### config.mk
export PLATFORM = sky130hd
export DESIGN_NAME = scanline_writer
export DESIGN_NICKNAME = d
export VERILOG_FILES = /design/src/rtl/scanline_writer.sv
export SDC_FILE = /design/constraint.sdc
export NUM_CORES = 1
export LEC_CHECK = 0
export CAP_MARGIN = 20
export CORE_MARGIN = 3
export CORE_UTILIZATION = 58
export CTS_CLUSTER_SIZE = 12
export DETAILED_ROUTE_END_ITERATION = 7
export PLACE_DENSITY_LB_ADDON = 0.12
export SETUP_SLACK_MARGIN = 0.02
export SLEW_MARGIN = 20
export SYNTH_ARGS = -nofsm -noshare
export SYNTH_HDL_FRONTEND = slang
export SYNTH_SLANG_ARGS = --single-unit
### constraint.sdc
create_clock -name clk -period 9.8 [get_ports clk]
set_input_delay 0.98 -clock clk [delete_from_list [all_inputs] [get_ports clk]]
set_output_delay 0.98 -clock clk [all_outputs]
set_load 0.01 [all_outputs]
### src/rtl/scanline_writer.sv
// rtl/scanline_writer.sv - fills the off-screen scanline VRAM bank from a pixel stream
module scanline_writer #(
    parameter int H_PIXELS        = 800,
    parameter int V_PIXELS        = 600,
    parameter int V_TOTAL         = 618,
    parameter int ADDR_WIDTH      = 10,
    parameter int V_COUNTER_WIDTH = $clog2(V_TOTAL)
) (
    input  logic                       clk,
    input  logic                       rst,
    input  logic                       line_advance,
    input  logic                       frame_start,
    input  logic                       in_valid,
    output logic                       in_ready,
    input  logic [7:0]                 in_data,
    input  logic                       in_last,
    output logic                       line_req,
    output logic [V_COUNTER_WIDTH-1:0] req_line,
    output logic [ADDR_WIDTH-1:0]      vram_even_wraddr,
    output logic [7:0]                 vram_even_data,
    output logic                       vram_even_we,
    output logic [ADDR_WIDTH-1:0]      vram_odd_wraddr,
    output logic [7:0]                 vram_odd_data,
    output logic                       vram_odd_we,
    input  logic                       clr_err,
    output logic                       underrun,
    output logic                       short_line,
    output logic                       long_line
);
    typedef enum logic [2:0] {WAIT_FRAME, IDLE, FILL, DRAIN, DONE} state_t;

    localparam logic [V_COUNTER_WIDTH-1:0] LAST_LINE = V_COUNTER_WIDTH'(V_TOTAL - 1);
    localparam logic [V_COUNTER_WIDTH-1:0] VIS_LINES = V_COUNTER_WIDTH'(V_PIXELS);
    localparam logic [ADDR_WIDTH-1:0]      LAST_COL  = ADDR_WIDTH'(H_PIXELS - 1);

    state_t                     state;
    state_t                     after_drain;
    logic [V_COUNTER_WIDTH-1:0] disp_line;
    logic [V_COUNTER_WIDTH-1:0] next_disp;
    logic [V_COUNTER_WIDTH-1:0] next_target;
    logic                       disp_parity;
    logic                       target_visible;
    logic                       accept;
    logic [ADDR_WIDTH-1:0]      col;

    // Display line after this line_advance, and the line to be filled behind it
    always_comb begin
        next_disp = '0;
        if (!frame_start && disp_line != LAST_LINE) begin
            next_disp = disp_line + 1'b1;
        end
        next_target = '0;
        if (next_disp != LAST_LINE) begin
            next_target = next_disp + 1'b1;
        end
    end

    assign target_visible = next_target < VIS_LINES;
    assign in_ready       = !rst && !line_advance && (state == FILL || state == DRAIN);
    assign accept         = in_valid && in_ready;

    always_ff @(posedge clk) begin
        if (rst) begin
            state            <= WAIT_FRAME;
            after_drain      <= IDLE;
            disp_line        <= '0;
            disp_parity      <= 1'b0;
            col              <= '0;
            req_line         <= '0;
            line_req         <= 1'b0;
            vram_even_we     <= 1'b0;
            vram_even_wraddr <= '0;
            vram_even_data   <= '0;
            vram_odd_we      <= 1'b0;
            vram_odd_wraddr  <= '0;
            vram_odd_data    <= '0;
            underrun         <= 1'b0;
            short_line       <= 1'b0;
            long_line        <= 1'b0;
        end else begin
            line_req     <= 1'b0;
            vram_even_we <= 1'b0;
            vram_odd_we  <= 1'b0;

            // Later set assignments below override a same-cycle clear
            if (clr_err) begin
                underrun   <= 1'b0;
                short_line <= 1'b0;
                long_line  <= 1'b0;
            end

            if (line_advance) begin
                disp_line   <= next_disp;
                disp_parity <= frame_start ? 1'b0 : !disp_parity;
            end

            case (state)
                WAIT_FRAME: begin
                    if (line_advance && next_target == '0) begin
                        line_req <= 1'b1;
                        req_line <= '0;
                        col      <= '0;
                        state    <= FILL;
                    end
                end
                IDLE, DONE: begin
                    if (line_advance) begin
                        if (target_visible) begin
                            line_req <= 1'b1;
                            req_line <= next_target;
                            col      <= '0;
                            state    <= FILL;
                        end else begin
                            state <= IDLE;
                        end
                    end
                end
                FILL: begin
                    if (line_advance) begin
                        underrun    <= 1'b1;
                        state       <= DRAIN;
                        after_drain <= target_visible ? FILL : IDLE;
                        if (target_visible) begin
                            line_req <= 1'b1;
                            req_line <= next_target;
                        end
                    end else if (accept) begin
                        // Parity 1 displays an odd line, so the even bank is off-screen
                        if (disp_parity) begin
                            vram_even_we     <= 1'b1;
                            vram_even_wraddr <= col;
                            vram_even_data   <= in_data;
                        end else begin
                            vram_odd_we     <= 1'b1;
                            vram_odd_wraddr <= col;
                            vram_odd_data   <= in_data;
                        end
                        if (col == LAST_COL) begin
                            if (in_last) begin
                                state <= DONE;
                            end else begin
                                long_line   <= 1'b1;
                                after_drain <= DONE;
                                state       <= DRAIN;
                            end
                        end else if (in_last) begin
                            short_line <= 1'b1;
                            state      <= DONE;
                        end else begin
                            col <= col + 1'b1;
                        end
                    end
                end
                DRAIN: begin
                    if (line_advance) begin
                        after_drain <= target_visible ? FILL : IDLE;
                        if (target_visible) begin
                            line_req <= 1'b1;
                            req_line <= next_target;
                        end
                    end else if (accept && in_last) begin
                        col   <= '0;
                        state <= after_drain;
                    end
                end
                default: state <= WAIT_FRAME;
            endcase
        end
    end
endmodule

==> results.toml <==
[power]
vdd_drop_max_uv = 80.9
pwr_density_cell_nw_per_um2 = 131
p_leak_nw = 1.68

[synthesis]
yosysTopAreaCellShare_pct = 38.2
seq_area_frac_synth_pct = 38.2
synth_edf_count = 0
avgSynthCellArea_um2 = 7.74
netlist_instances = 534
syn_nets = 554
netlist-cell-type-count = 65
syn_area_um2 = 4140
synth.most_common_cell = "nand2_1"
synth_common_cells = "nand2_1, dfxtp_1, a21oi_1, nor2_1, clkbuf_1"
synth_seq_cells = 79
async_reset_ff_share_pct = 0
ys_warn_count = 0
yosysTopAreaCell = "dfxtp_1"
synthTopCellsByArea = "dfxtp_1, nand2_1, a21oi_1"
yosys_most_used_dff = "dfxtp_1"

[global_route]
grt_pass1_wl_mm = 17.8
overflow = 0
gr-usage-all-layers_pct = 25.8
grt_pass1_vias = 3669
antenna_found_initial = 0
grt_max_degree = 82

[setup_path]
start_kind = "flop"
r2r_start = "disp_line[0]"
cp.arrival_ps = 4790
cp_max_fo = 15
path_class = "reg -> reg"
crit_path_max_incr_delay_ps = 700
worstSetupEndpointType = "flop"
crit_chain = "ha_1 > nor4bb_1 > a31o_2 > nor2_1 > ha_1 > o21a_1 > a31o_2 > a211o_1 > nand3_1 > a22oi_1 > o32ai_2 > nand3_1 > o21a_1 > mux2_2"
rrSetupSlack_ps = 5240
worstPathRequired_ps = 10030
cp_num_buf_inv = 0
critPathLaunch = "disp_line[0]"
critPathSlowestCell = "dfxtp_1"
cp_top_family = "compound AO/OA/AOI/OAI gates"

[floorplan]
io_pins = 68
die_area_um2 = 8180
die_w_um = 90.4
initial_core_util_pct = 60.2
placeableCoreArea_um2 = 6870
die_h_um = 90.4
rows = 30

[layout]
finish.instance_area_um2 = 4990
antenna_cells = 0
final_layout_size_suffix_gt1_share_pct = 6.68
areaGrowthSynthToFinish_pct = 20.7
nNetsFinal = 599

[clock_network]
cts_buffers = 9
clock_path_buffers = 2
cts.sinks = 79
cts_tree = "done"
post_cts_resized = 0
root_buffer = "clkbuf_8"
clk_pin_slew_ps = 80
clock_latency_ps = 340
postCtsSetupBuffers = 0
postCtsHoldBufs = 0
htree_num_levels = 3

[sta]
rsz0062_at_grt = "false"
tightest_slew_ps = 803
period_share_pct = 46.5
relSlewSlack_pct = 46.3
finalMaxSlewViolations = 0
period_minus_slack_ps = 4560
timing.fmax_mhz = 219
setup_viol = 0
hold_viol = 0
setup_tns_ps = 0
fin_skew_ps = 9.75

[placement]
post-dp-hpwl_mm = 7.35
gp_congestion = 0.932
dpl-instance-area_um2 = 4780
port-buffer-count = 67

[detailed_routing]
routed_via_density = 5.89
dr.pass1.iters = 5
drtAntennaViolNets = 0
wl_per_cell_um = 15.6
drc = 0
wirelength_mm = 10.6
first_iter_violations = 280
vias = 4007

[flow_run]
max-cap-violations = 0

[hold_path]
hp-class = "reg -> reg"
hold_path.startpoint = "vram_odd_wraddr[8]"

[run_status]
status = "complete, no violations"
[report_power, final]
group	switching, mW	internal (mW)
Combinational	0.0509	0.0309
Sequential	0.00590	0.326
Clock	0.124	0.116
[cells by family after synthesis]
family	count (synthesis)	synth area share [%]
muxes	14	3.45
adders and majority gates	6	1.75
AOI/OAI and AO/OA	126	20.2
DFF	79	38.2
buffers and inverters	48	4.78
and+or+nand+nor	248	28.8
xor gates and xnor gates	13	2.75
[area by class of cell]
type                       count  area [um2]
multi-input combinational    407        2360
clock buffer                  12         165
tap                           96         120
timing repair buffer          68         673
inverter                      14        52.6
sequential                    79        1580
fill                         538        1880
clock inverter                 4        36.3
[routing by layer]
layer  track usage, %  routed length, um  vias to the layer above
li1                 -                  -                     1935
met1             36.4               4770                     1851
met2             40.8               4900                      191
met3             3.83                749                       30
met4             8.16                213                        0
met5                0                  0                        -
[sequential cells by signal, summed over array words and instances, names as in the netlist, 3 cells and up]
signal            cells
state                 3
col                  10
req_line             10
vram_odd_wraddr      10
vram_even_data        8
after_drain           3
vram_even_wraddr     10
vram_odd_data         8
disp_line            10
[through the flow]
step	setup WS, ps	power (mW)	instances	hold WS [ps]	util (%)
finish	5240	0.654	680	457	72.7
global route	4970	0.676	680	473	72.7
detailed placement	5200	0.418	664	445	69.6
floorplan	6110	0.395	534	454	-
CTS	5380	0.656	680	457	72.6
global placement	5330	0.417	664	442	69.6
[worst min-delay path, delay by kind of cell, from the launching register on]
kind,cells,cell delay (ps)
compound gates,1,50
simple gates,1,50
flops,1,310
[final timing paths]
kind / to / cells after the start
worst max-delay path: req_line[9] / 14
worst min-delay path: vram_odd_wraddr[8] / 2
worst max register to register: req_line[9] / 14
worst min register to register: vram_odd_wraddr[8] / 2
[cells in the final DEF, fill, tap and decap left out, types with 12 or more instances in the layout]
cell | netlist | final
o21ai_0 | 15 | 15
nand3_1 | 15 | 15
inv_1 | 12 | 12
clkbuf_8 | 0 | 12
nand2_1 | 104 | 104
nor3_1 | 14 | 14
clkdlybuf4s50_1 | 0 | 66
nand2b_1 | 15 | 15
mux2i_1 | 12 | 12
a21oi_1 | 63 | 63
nor2_1 | 51 | 51
dfxtp_1 | 79 | 79
(Power assumes the default switching activity.)
